### config.mk
export PLATFORM = sky130hd
export DESIGN_NAME = patp_control
export DESIGN_NICKNAME = d
export VERILOG_FILES = /design/src/rtl/patp_control.sv
export SDC_FILE = /design/constraint.sdc
export NUM_CORES = 1
export LEC_CHECK = 0
export ABC_AREA = 1
export CORE_ASPECT_RATIO = 1.1
export CORE_MARGIN = 3
export CORE_UTILIZATION = 52
export DETAILED_ROUTE_END_ITERATION = 7
export MAX_ROUTING_LAYER = met4
export PLACE_DENSITY = 0.85
export SETUP_SLACK_MARGIN = 0.1
export SKIP_LAST_GASP = 1
export SYNTH_ARGS = -nofsm -noshare
export SYNTH_HDL_FRONTEND = slang
export SYNTH_SLANG_ARGS = --single-unit
export TNS_END_PERCENT = 5
### constraint.sdc
create_clock -name clk -period 3.4 [get_ports clk]
set_input_delay 0.34 -clock clk [delete_from_list [all_inputs] [get_ports clk]]
set_output_delay 0.34 -clock clk [all_outputs]
set_load 0.01 [all_outputs]
### src/rtl/patp_control.sv
// rtl/patp_control.sv - PATP fetch/decode/execute sequencer with memory-ready watchdog
module patp_control #(
  parameter int unsigned TIMEOUT = 15
) (
  input  logic       clk,
  input  logic       rst,
  input  logic       run_i,
  input  logic [2:0] opcode_i,
  input  logic       zero_i,
  input  logic       mem_ready_i,
  output logic       ir_we_o,
  output logic       pc_inc_o,
  output logic       pc_load_o,
  output logic       addr_sel_o,
  output logic       mem_rd_o,
  output logic       mem_wr_o,
  output logic [2:0] acc_op_o,
  output logic       instr_done_o,
  output logic       busy_o,
  output logic       err_o
);

  typedef enum logic [2:0] {
    S_IDLE, S_FETCH, S_DECODE, S_EXEC, S_MEM, S_ERROR
  } state_t;

  localparam logic [2:0] OP_CLEAR = 3'b000;
  localparam logic [2:0] OP_INC   = 3'b001;
  localparam logic [2:0] OP_ADD   = 3'b010;
  localparam logic [2:0] OP_DEC   = 3'b011;
  localparam logic [2:0] OP_JMP   = 3'b100;
  localparam logic [2:0] OP_BNZ   = 3'b101;
  localparam logic [2:0] OP_STORE = 3'b110;
  localparam logic [2:0] OP_LOAD  = 3'b111;

  localparam logic [7:0] TIMEOUT_C = 8'(TIMEOUT);

  state_t     state_q, state_d;
  logic [7:0] wd_q, wd_d;
  logic       wd_expire;
  logic       mem_state;
  state_t     boundary_state;

  // The current wait cycle counts as wd_q+1, so expiry looks one ahead.
  assign wd_expire      = (wd_q + 8'd1) == TIMEOUT_C;
  assign mem_state      = (state_q == S_FETCH) || (state_q == S_MEM);
  assign boundary_state = run_i ? S_FETCH : S_IDLE;

  always_ff @(posedge clk or posedge rst) begin
    if (rst) begin
      state_q <= S_IDLE;
      wd_q    <= 8'd0;
    end else begin
      state_q <= state_d;
      wd_q    <= wd_d;
    end
  end

  always_comb begin
    state_d      = state_q;
    ir_we_o      = 1'b0;
    pc_inc_o     = 1'b0;
    pc_load_o    = 1'b0;
    addr_sel_o   = 1'b0;
    mem_rd_o     = 1'b0;
    mem_wr_o     = 1'b0;
    acc_op_o     = 3'b000;
    instr_done_o = 1'b0;
    busy_o       = 1'b0;
    err_o        = 1'b0;
    case (state_q)
      S_IDLE: begin
        if (run_i) state_d = S_FETCH;
      end
      S_FETCH: begin
        busy_o   = 1'b1;
        mem_rd_o = 1'b1;
        if (mem_ready_i) begin
          ir_we_o  = 1'b1;
          pc_inc_o = 1'b1;
          state_d  = S_DECODE;
        end else if (wd_expire) begin
          state_d = S_ERROR;
        end
      end
      S_DECODE: begin
        busy_o = 1'b1;
        if (opcode_i == OP_ADD || opcode_i == OP_STORE || opcode_i == OP_LOAD)
          state_d = S_MEM;
        else
          state_d = S_EXEC;
      end
      S_EXEC: begin
        busy_o       = 1'b1;
        instr_done_o = 1'b1;
        state_d      = boundary_state;
        case (opcode_i)
          OP_CLEAR: acc_op_o  = 3'b001;
          OP_INC:   acc_op_o  = 3'b010;
          OP_DEC:   acc_op_o  = 3'b011;
          OP_JMP:   pc_load_o = 1'b1;
          OP_BNZ:   pc_load_o = ~zero_i;
          default:  acc_op_o  = 3'b000;
        endcase
      end
      S_MEM: begin
        busy_o     = 1'b1;
        addr_sel_o = 1'b1;
        if (opcode_i == OP_STORE) mem_wr_o = 1'b1;
        else                      mem_rd_o = 1'b1;
        if (mem_ready_i) begin
          instr_done_o = 1'b1;
          state_d      = boundary_state;
          if (opcode_i == OP_ADD)       acc_op_o = 3'b100;
          else if (opcode_i == OP_LOAD) acc_op_o = 3'b101;
        end else if (wd_expire) begin
          state_d = S_ERROR;
        end
      end
      S_ERROR: begin
        err_o = 1'b1;
      end
      default: state_d = S_IDLE;
    endcase
  end

  // Fresh entry into a memory-wait state restarts the watchdog; ready wins over expiry.
  always_comb begin
    wd_d = wd_q;
    if ((state_d == S_FETCH || state_d == S_MEM) && state_d != state_q)
      wd_d = 8'd0;
    else if (mem_state && !mem_ready_i)
      wd_d = wd_q + 8'd1;
  end

endmodule

==> impl_results.md, run 1 <==
* Outcome: finished, final reports clean
* Highest achievable clock rate at 0.426 GHz
* 1st-pass router iterations at 4
* Most common cell after layout, fill and taps aside: nand2_1
* Library cell appearing most often on the critical path: clkdlybuf4s50_1
* CP Capture Type: primary output
* Power per cell area at 737 mW/mm^2
* Final net count at 164
* Layout overhead on the synthesized area at 25.9%
* Startpoint Class: input pin
* Count of input and output buffers at 19
* Post-CTS setup buffer count at 0
* Critical path's largest stage delay at 0.61 ns
* Post-CTS Resized at 0
* Number of primary I/O pins at 20
* Routed WL at 1.99 mm
* Buffers from clock root to sink, at most at 2
* H-Tree Depth at 1
* Clock sinks at 11
* Final-layout worst hold slack at 0.368 ns
* Total number of vias at 886
* Count of antenna diodes in the layout at 0
* Setup violation total in the final timing report at 0
* Remaining routing DRC violations at 0
* Slew at the pin closest to its max-slew limit at 0.418 ns
* Final Util at 74.8%
* Count of hold buffers inserted by post-cts repair at 0
* Required arrival time at the worst endpoint at 3.06 ns
* Syn_nets at 142
* Peak supply drop at 0.552 mV
* Global-route met3 utilization at 6.27%
* Cell breakdown of the critical path: clkdlybuf4s50_1, inv_1, a2111oi_0, clkdlybuf4s50_1
* Total GRT Usage at 21.0%
* Final critical-path required period at 2.35 ns
* Routed via count divided by cell count at 5.24
* Part of the Yosys area used for sequential elements at 31.5%
* Average wire length per cell after detail routing at 11.8 um
* Synthesis-stage register bit count at 11
* Slowest stage cell on the critical path: clkdlybuf4s50_1
* Type of the most critical hold path: input pin to async pin
* Total overflow reported by the global router at 0
* Global-route track usage on met1 at 26.0%
* CTS tree: done
* Number of different library cells in the post-synthesis netlist at 26
* Family with the most delay on the worst path: buffers and inverters
* Vias in the first global route at 847
* Final-layout fill cell count at 125
* Antenna violations before repair at 0
* DR iter-0 viols at 27
* Critical path buffer and inverter count at 3
* Arr. time, crit path at 2.01 ns
* Row Count at 14
* Type of the setup path with the least slack: input pin to primary output
* Post-route setup TNS at 0 ns
* Final count of pins violating max slew at 0
* Worst slew margin relative to its limit at 72.1%
* Final hold viol count at 0
* Final worst-path cycle share at 69.0%
* Die Width at 45.1 um
* Insertion delay to the later sink of the worst-skew pair at 0.27 ns
* Post-synthesis instance total at 132
* Post-Place Worst Slack at 1.05 ns
* Wire length of the first global-routing pass at 3.52 mm
* Commonest non-fill, non-tap cells in the layout: nand2_1, nor2_1, inv_1
* Maximum fanout encountered on the critical timing path at 4
* Total half-perimeter wirelength after legalization and detailed placement at 1.66 mm
* Clock root buffer master: clkbuf_4
* Final weighted congestion of routability-driven global placement at 0.908
* Most Crowded Layer GR: met2
* Setup WS post-layout at 1.05 ns
* Yosys warns at 0
* Setup repair after global routing missed its margin: no
* Post-route antenna net violation count at 0
* Clock transition at the registers of the reported paths at 0.07 ns
* Post-Syn Area at 875 sq um
* Maximum number of pins on one net before global-route repair at 15
* Fraction of layout instances using a drive strength above 1 at 10.5%
* TritonCTS buffer count at 3
* Max-capacitance violation count at 0
* Post-Syn Area per Cell at 6.63 sq um
* Core footprint at 0.00147 sq mm
* Effective utilization at floorplan at 59.4%
* Floorplan die area at 0.00221 sq mm
* Number of instances in the placed design at 165
* P_leak at 0.000530 uW
* Vertical die dimension at 49.0 um
* Worst clock skew on the final layout at 0.00174 ns
* Final standard cell count with taps included and fillers excluded at 169
* Met2 track demand over resource in global routing at 33.5%
==> per-stage QoR <==
step           total power, uW  cell area, sq um
3_3_place_gp               717              1070
4_1_cts                    821              1100
5_1_grt                    892              1100
6_report                   811              1100
2_1_floorplan              577               875
3_5_place_dp               732              1070
==> logic make-up (layout without fill, tap and decap cells) <==
| family | count (synthesis) | in the layout | synth area share, % |
|---|---|---|---|
| buffers and inverters | 23 | 44 | 10.3 |
| AND/OR/NAND/NOR | 76 | 76 | 40.6 |
| AO/OA/AOI/OAI | 19 | 19 | 13.7 |
| adder cells (fa/ha/maj) | 2 | 2 | 2.86 |
| XOR/XNOR | 1 | 1 | 1.00 |
| flip-flops | 11 | 11 | 31.5 |
==> synth_stat cells <==
master | count | area share [%]
a21oi_1 | 2 | 1.1
nand3_2 | 1 | 1.1
a21oi_2 | 1 | 1.0
nor2_1 | 21 | 9.0
nand2_2 | 3 | 2.1
buf_4 | 1 | 0.86
dfrtp_1 | 11 | 31
o21ai_0 | 9 | 5.1
nand4_1 | 2 | 1.4
o21ai_1 | 1 | 0.57
nor3_1 | 3 | 1.7
ha_1 | 2 | 2.9
xor2_1 | 1 | 1.0
nor3_4 | 1 | 1.9
o32ai_1 | 1 | 1.0
inv_2 | 1 | 0.43
nand2_1 | 29 | 12
a211oi_2 | 1 | 1.4
a2111oi_0 | 1 | 1.0
nand3_1 | 12 | 6.9
inv_1 | 20 | 8.6
o21bai_1 | 2 | 1.7
a31oi_1 | 1 | 0.72
clkbuf_1 | 1 | 0.43
nor2_2 | 2 | 1.4
nor2_4 | 2 | 2.6
==> state kept, by name, indices dropped and copies added, names as in the netlist <==
register	cells
state_q	3
wd_q	8
==> final cells by class <==
class	count	area (sq um)	area share [%]
multi-input cells	98	509	46.2
flip-flops and latches	11	275	25.0
repair buffers	19	190	17.3
inverters	21	78.8	7.16
clock buffers	3	22.5	2.05
well taps	16	20.0	1.82
clock inverters	1	5.00	0.455
==> report_power, final <==
group	total, uW	leakage [uW]	switching, uW	internal [uW]
logic	492	0.000368	289	203
registers	231	0.000145	52.2	179
clock network	87.7	0.0000177	44.1	43.5
total	811	0.000530	385	426
==> worst reg2reg max path, cell delays in order (launching register included) <==
cell      delay [ns]
dfrtp_1         0.41
ha_1            0.23
nand3_1         0.13
o21bai_1        0.14
nand2_1         0.09
nor2_2          0.13
nand3_2         0.08
nand2_1         0.07
nand2_1         0.07
nand2_2         0.09
a21oi_2         0.07
nor2_4          0.21
nor2_1          0.07
==> per-layer routing <==
metal  share of wire (%)  wire [um]
met5                   0          0
met4                 1.5         29
met3                 3.9         78
met2                  49        981
met1                  45        899
==> worst paths after layout <==
path                              from        end  slack [ns]  cells past startpoint
setup / recovery           opcode_i[2]  pc_load_o        1.05                      4
hold / removal                     rst    wd_q[7]        0.37                      2
setup reg to reg               wd_q[1]    wd_q[6]        1.50                     12
hold reg to reg                wd_q[7]    wd_q[7]        0.60                      2
max in group asynchronous          rst    wd_q[4]        2.74                      2
min in group clk               wd_q[7]    wd_q[7]        0.60                      2
Power figures use the tool's default switching activity.
==> inputs of run 2 (changes only) <==
--- a/config.mk
+++ b/config.mk
@@ -8,10 +8,10 @@
 export ABC_AREA = 1
 export CORE_ASPECT_RATIO = 1.1
 export CORE_MARGIN = 3
-export CORE_UTILIZATION = 52
+export CORE_UTILIZATION = 49
 export DETAILED_ROUTE_END_ITERATION = 7
 export MAX_ROUTING_LAYER = met4
-export PLACE_DENSITY = 0.85
+export PLACE_DENSITY = 0.81
 export SETUP_SLACK_MARGIN = 0.1
 export SKIP_LAST_GASP = 1
 export SYNTH_ARGS = -nofsm -noshare
==> constraint.sdc (replaced) <==
create_clock -name clk -period 2.4 [get_ports clk]
set_input_delay 0.24 -clock clk [delete_from_list [all_inputs] [get_ports clk]]
set_output_delay 0.24 -clock clk [all_outputs]
set_load 0.01 [all_outputs]
==> impl_results.md, run 2 (synthesized netlist as in run 1, its figures left out) <==
* Buffers from clock root to sink, at most at 2 (unchanged)
* Highest achievable clock rate at 0.462 GHz
* Most common cell after layout, fill and taps aside: nand2_1 (unchanged)
* Setup violation total in the final timing report at 0 (unchanged)
* Setup repair after global routing missed its margin: no (unchanged)
* Final count of pins violating max slew at 0 (unchanged)
* Max-capacitance violation count at 0 (unchanged)
* Total GRT Usage at 19.7% (was 21.0%)
* Maximum number of pins on one net before global-route repair at 15 (unchanged)
* Arr. time, crit path at 1.92 ns (was 2.01 ns)
* Wire length of the first global-routing pass at 3.29 mm (was 3.52 mm)
* Remaining routing DRC violations at 0 (unchanged)
* DR iter-0 viols at 31 (was 27)
* Required arrival time at the worst endpoint at 2.16 ns (was 3.06 ns)
* Final Util at 67.9% (was 74.8%)
* Insertion delay to the later sink of the worst-skew pair at 0.28 ns (was 0.27 ns)
* Die Width at 46.3 um (was 45.1 um)
* Post-route setup TNS at 0 ns (unchanged)
* Post-CTS setup buffer count at 0 (unchanged)
* CTS tree: done (unchanged)
* CP Capture Type: primary output (unchanged)
* Maximum fanout encountered on the critical timing path at 5 (was 4)
* Average wire length per cell after detail routing at 11.9 um (was 11.8 um)
* TritonCTS buffer count at 3 (unchanged)
* Fraction of layout instances using a drive strength above 1 at 11.1% (was 10.5%)
* Setup slack of the worst register-to-register path at 0.49 ns (was 1.50 ns)
* Final critical-path required period at 2.16 ns
* Outcome: finished, final reports clean (unchanged)
* Worst clock skew on the final layout at 0.00219 ns (was 0.00174 ns)
* 1st-pass router iterations at 4 (unchanged)
* Crit Reg-Reg Startpoint: wd_q[1] (unchanged)
* Register ranked first by flip-flop count: wd_q (unchanged)
* Worst slew margin relative to its limit at 71.5% (was 72.1%)
* P_leak at 0.000530 uW (about the same)
* Vertical die dimension at 50.3 um (was 49.0 um)
* Number of primary I/O pins at 20 (unchanged)
* Slew at the pin closest to its max-slew limit at 0.426 ns (was 0.418 ns)
* Flip-flop count of the largest register after layout at 8 (unchanged)
* Post-route antenna net violation count at 0 (unchanged)
* Power per cell area at 1050 mW/mm^2 (was 737 mW/mm^2)
* Layout overhead on the synthesized area at 26.8% (was 25.9%)
* Final-layout fill cell count at 145 (was 125)
* Final worst-path cycle share at 90.1%
* Largest registers: wd_q (8), state_q (3) (unchanged)
* Total overflow reported by the global router at 0 (unchanged)
* Post-Place Cell Area at 0.00107 sq mm (about the same)
* Count of antenna diodes in the layout at 0 (unchanged)
* Launch point of the worst path: state_q[2] (was opcode_i[2])
* Commonest non-fill, non-tap cells in the layout: nand2_1, nor2_1, inv_1 (unchanged)
* Startpoint Class: flop (was input pin)
* Final std cell area, no fill at 0.00111 sq mm (was 0.00110 sq mm)
* Count of input and output buffers at 19 (unchanged)
* Routed via count divided by cell count at 5.37 (was 5.24)
* Type of the most critical hold path: input pin to async pin (unchanged)
* Final weighted congestion of routability-driven global placement at 0.826 (was 0.908)
* Peak supply drop at 0.883 mV (was 0.552 mV)
* Final hold viol count at 0 (unchanged)
* Setup WS post-layout at 0.237 ns (was 1.05 ns)
* Row Count at 15 (was 14)
* H-Tree Depth at 1 (unchanged)
* Clock sinks at 11 (unchanged)
* Core footprint at 0.00163 sq mm (was 0.00147 sq mm)
* Total number of vias at 913 (was 886)
* Clock root buffer master: clkbuf_4 (unchanged)
* Vias in the first global route at 806 (was 847)
* Post-Place Worst Slack at 0.309 ns (was 1.05 ns)
* Final net count at 164 (unchanged)
* Effective utilization at floorplan at 53.6% (was 59.4%)
* Type of the setup path with the least slack: flop to primary output (was input pin to primary output)
* Count of hold buffers inserted by post-cts repair at 0 (unchanged)
* Clock transition at the registers of the reported paths at 0.07 ns (about the same)
* Floorplan die area at 0.00233 sq mm (was 0.00221 sq mm)
* Routed WL at 2.02 mm (was 1.99 mm)
* Antenna violations before repair at 0 (unchanged)
* Final-layout worst hold slack at 0.247 ns (was 0.368 ns)
* Total half-perimeter wirelength after legalization and detailed placement at 1.62 mm (was 1.66 mm)
## run 2: cell counts in the layout (fill, tap and decap cells not counted)
No cell type changed its count.
## run 2: critical path, cell delays in order (launching register included)
cell             delay, ns
dfrtp_1               0.42
inv_2                 0.12
nand3_1               0.20
o32ai_1               0.33
clkdlybuf4s50_1       0.58
## run 2: final cells by class
cell class | instances | area [sq um] | area share, %
Clock buffer | 3 | 22.5 | 2.03
Clock inverter | 1 | 5.00 | 0.451
Inverter | 21 | 78.8 | 7.11
Multi-Input combinational cell | 98 | 515 | 46.5
Sequential cell | 11 | 275 | 24.8
Tap cell | 17 | 21.3 | 1.92
Timing Repair Buffer | 19 | 190 | 17.2
## run 2: per-layer routing
metal	vias up	GRT usage (%)	share of wire (%)
li1	470	-	-
met1	425	23.9	43
met2	13	30.5	52
met3	5	4.30	3.5
met4	0	8.53	1.9
met5	-	-	0
## run 2: final timing paths
kind	end	depth (start not counted)
setup / recovery	acc_op_o[0]	4
setup reg to reg	wd_q[6]	12
hold / removal	state_q[2]	2
min in group clk	wd_q[7]	2
max in group asynchronous	wd_q[6]	2
hold reg to reg	wd_q[7]	2
## run 2: per-stage QoR
stage          power (uW)  instances
2_1_floorplan         817        132
3_3_place_gp         1020        166
3_5_place_dp         1040        166
4_1_cts              1170        170
5_1_grt              1270        170
6_report             1170        170
## run 2: timing repair
action / 4_1_cts / 5_1_grt
hold endpoints to repair: 0 / 0
setup endpoints to repair: 0 / 1
resized for setup: 0 / 2
## run 2: power breakdown
group          leakage (uW)  internal (uW)  switching (uW)
combinational      0.000368            289             419
clock             0.0000177           61.9            68.9
sequential         0.000145            254            74.1
total              0.000530            605             562
==> inputs of run 3 (changes only) <==
--- a/config.mk
+++ b/config.mk
@@ -8,10 +8,10 @@
 export ABC_AREA = 1
 export CORE_ASPECT_RATIO = 1.1
 export CORE_MARGIN = 3
-export CORE_UTILIZATION = 49
+export CORE_UTILIZATION = 40
 export DETAILED_ROUTE_END_ITERATION = 7
 export MAX_ROUTING_LAYER = met4
-export PLACE_DENSITY = 0.81
+export PLACE_DENSITY = 0.69
 export SETUP_SLACK_MARGIN = 0.1
 export SKIP_LAST_GASP = 1
 export SYNTH_ARGS = -nofsm -noshare
==> impl_results.md, run 3 (synthesized netlist as in run 1, its figures left out) <==
* Peak supply drop at 0.987 mV (was 0.883 mV)
* Count of antenna diodes in the layout at 0 (unchanged)
* Type of the most critical hold path: input pin to async pin (unchanged)
* Slew at the pin closest to its max-slew limit at 0.423 ns (was 0.426 ns)
* Effective utilization at floorplan at 42.8% (was 53.6%)
* Layout overhead on the synthesized area at 28.3% (was 26.8%)
* Cell breakdown of the critical path: inv_2, nand3_1, o32ai_1, clkdlybuf4s50_1 (unchanged)
* Total GRT Usage at 16.3% (was 19.7%)
* Setup repair after global routing missed its margin: no (unchanged)
* Routed via count divided by cell count at 4.87 (was 5.37)
* Critical path's largest stage delay at 0.58 ns (about the same)
* Commonest non-fill, non-tap cells in the layout: nand2_1, nor2_1, inv_1 (unchanged)
* Portion of total power attributed to sequential cells at 28.4% (was 28.1%)
* Final worst-path cycle share at 90.1% (about the same)
* Final hold viol count at 0 (unchanged)
* Number of instances in the placed design at 177 (was 166)
* Final net count at 164 (unchanged)
* Startpoint Class: flop (unchanged)
* Count of input and output buffers at 19 (unchanged)
* Total overflow reported by the global router at 0 (unchanged)
* Number of primary I/O pins at 20 (unchanged)
* Most common cell after layout, fill and taps aside: nand2_1 (unchanged)
* Setup violation total in the final timing report at 0 (unchanged)
* Type of the setup path with the least slack: flop to primary output (unchanged)
* Vertical die dimension at 55.0 um (was 50.3 um)
* Die Width at 50.6 um (was 46.3 um)
* Flip-flop count of the largest register after layout at 8 (unchanged)
* Final critical-path required period at 2.16 ns (about the same)
* P_leak at 0.000530 uW (unchanged)
* Average wire length per cell after detail routing at 10.8 um (was 11.9 um)
* TritonCTS buffer count at 3 (unchanged)
* CP Capture Type: primary output (unchanged)
* Clk network pwr share at 10.9% (was 11.2%)
* Max-capacitance violation count at 0 (unchanged)
* Largest registers: wd_q (8), state_q (3) (unchanged)
* Clock sinks at 11 (unchanged)
* Most Crowded Layer GR: met2 (unchanged)
* Row Count at 17 (was 15)
* H-Tree Depth at 1 (unchanged)
* Maximum fanout encountered on the critical timing path at 5 (unchanged)
* Vias in the first global route at 826 (was 806)
* Power per cell area at 1030 mW/mm^2 (was 1050 mW/mm^2)
* Insertion delay to the later sink of the worst-skew pair at 0.27 ns (was 0.28 ns)
* Global-route track usage on met1 at 19.4% (was 23.9%)
* Core footprint at 0.00204 sq mm (was 0.00163 sq mm)
* Power spent charging and discharging nets at 549 uW (was 562 uW)
* Register ranked first by flip-flop count: wd_q (unchanged)
* Required arrival time at the worst endpoint at 2.16 ns (about the same)
* Setup slack of the worst register-to-register path at 0.50 ns (was 0.49 ns)
* Post-route setup TNS at 0 ns (unchanged)
* Buffers from clock root to sink, at most at 2 (unchanged)
* Worst slew margin relative to its limit at 71.8% (was 71.5%)
* Arr. time, crit path at 1.92 ns (about the same)
* DR iter-0 viols at 29 (was 31)
* Floorplan die area at 0.00278 sq mm (was 0.00233 sq mm)
* Routed WL at 1.95 mm (was 2.02 mm)
* Post-CTS setup buffer count at 0 (unchanged)
* Switching Fraction at 47.6% (was 48.1%)
* Wire length of the first global-routing pass at 3.35 mm (was 3.29 mm)
* Outcome: finished, final reports clean (unchanged)
* Slowest stage cell on the critical path: clkdlybuf4s50_1 (unchanged)
* Post-route antenna net violation count at 0 (unchanged)
* Antenna violations before repair at 0 (unchanged)
* Worst clock skew on the final layout at 0.00856 ns (was 0.00219 ns)
* Total number of vias at 882 (was 913)
* Portion of total power attributed to combinational logic at 60.7% (about the same)
* Maximum number of pins on one net before global-route repair at 15 (unchanged)
* Final count of pins violating max slew at 0 (unchanged)
* Internal power summed over all cells at 604 uW (was 605 uW)
* Clock transition at the registers of the reported paths at 0.08 ns (was 0.07 ns)
* Final weighted congestion of routability-driven global placement at 0.808 (was 0.826)
* Remaining routing DRC violations at 0 (unchanged)
* Clock root buffer master: clkbuf_4 (unchanged)
* Final-layout fill cell count at 214 (was 145)
* Global-route met3 utilization at 2.41% (was 4.30%)
* Fraction of layout instances using a drive strength above 1 at 11.1% (unchanged)
* Total half-perimeter wirelength after legalization and detailed placement at 1.59 mm (was 1.62 mm)
* CTS tree: done (unchanged)
* Highest achievable clock rate at 0.462 GHz (about the same)
* Final standard cell count with taps included and fillers excluded at 181 (was 170)
* Met2 track demand over resource in global routing at 28.0% (was 30.5%)
* 1st-pass router iterations at 4 (unchanged)
## run 3: per-layer routing
layer	routed length, um	up-vias	part of all wire [%]
li1	-	464	-
met1	958	398	49
met2	935	18	48
met3	40	2	2.1
met4	15	0	0.77
met5	0	-	0
## run 3: repair_timing
item                                   CTS  global route
gates resized for setup                  0             2
setup endpoints to repair                0             1
hold buffers                             0             0
endpoints found under the hold margin    0             0
## run 3: critical path, delay by kind of cell, from the launching register on
kind,cells,cell delay (ns)
flops,1,0.42
compound gates,1,0.32
simple gates,1,0.21
buf+inv,2,0.70
## run 3: cell type report
type                       count  area, sq um  share of cell area (%)
clock inverter                 1         5.00                   0.446
timing repair buffer          19          190                    16.9
tap                           28         35.0                    3.12
inverter                      21         78.8                    7.02
sequential                    11          275                    24.5
clock buffer                   3         22.5                    2.01
multi-input combinational     98          515                    45.9
## run 3: final timing paths
path | start | endpoint | cells past startpoint
worst max-delay path | state_q[2] | acc_op_o[0] | 4
worst min-delay path | rst | wd_q[2] | 2
worst max register to register | wd_q[1] | wd_q[6] | 13
worst min register to register | wd_q[7] | wd_q[7] | 2
max in group asynchronous | rst | wd_q[6] | 2
min in group clk | wd_q[7] | wd_q[7] | 2
## run 3: metrics by stage
| step | hold slack, ns | worst slack (ns) | util (%) | cell area [sq um] | total power (uW) |
|---|---|---|---|---|---|
| after floorplan | 0.0924 | 0.769 | - | 875 | 817 |
| after global placement | 0.546 | 0.340 | 53.3 | 1090 | 1020 |
| after detailed placement | 0.564 | 0.238 | 53.3 | 1090 | 1030 |
| after CTS | 0.263 | 0.127 | 54.7 | 1120 | 1160 |
| after global routing | 0.293 | 0.107 | 55.0 | 1120 | 1280 |
| final | 0.254 | 0.237 | 55.0 | 1120 | 1150 |
## run 3: power groups by stage
| stage | logic (uW) | registers [uW] | clock network, uW |
|---|---|---|---|
| final | 700 | 328 | 125 |
| after global routing | 806 | 338 | 140 |
| after CTS | 707 | 327 | 131 |
| after detailed placement | 701 | 331 | 0 |
| after global placement | 691 | 329 | 0 |
| after floorplan | 502 | 316 | 0 |
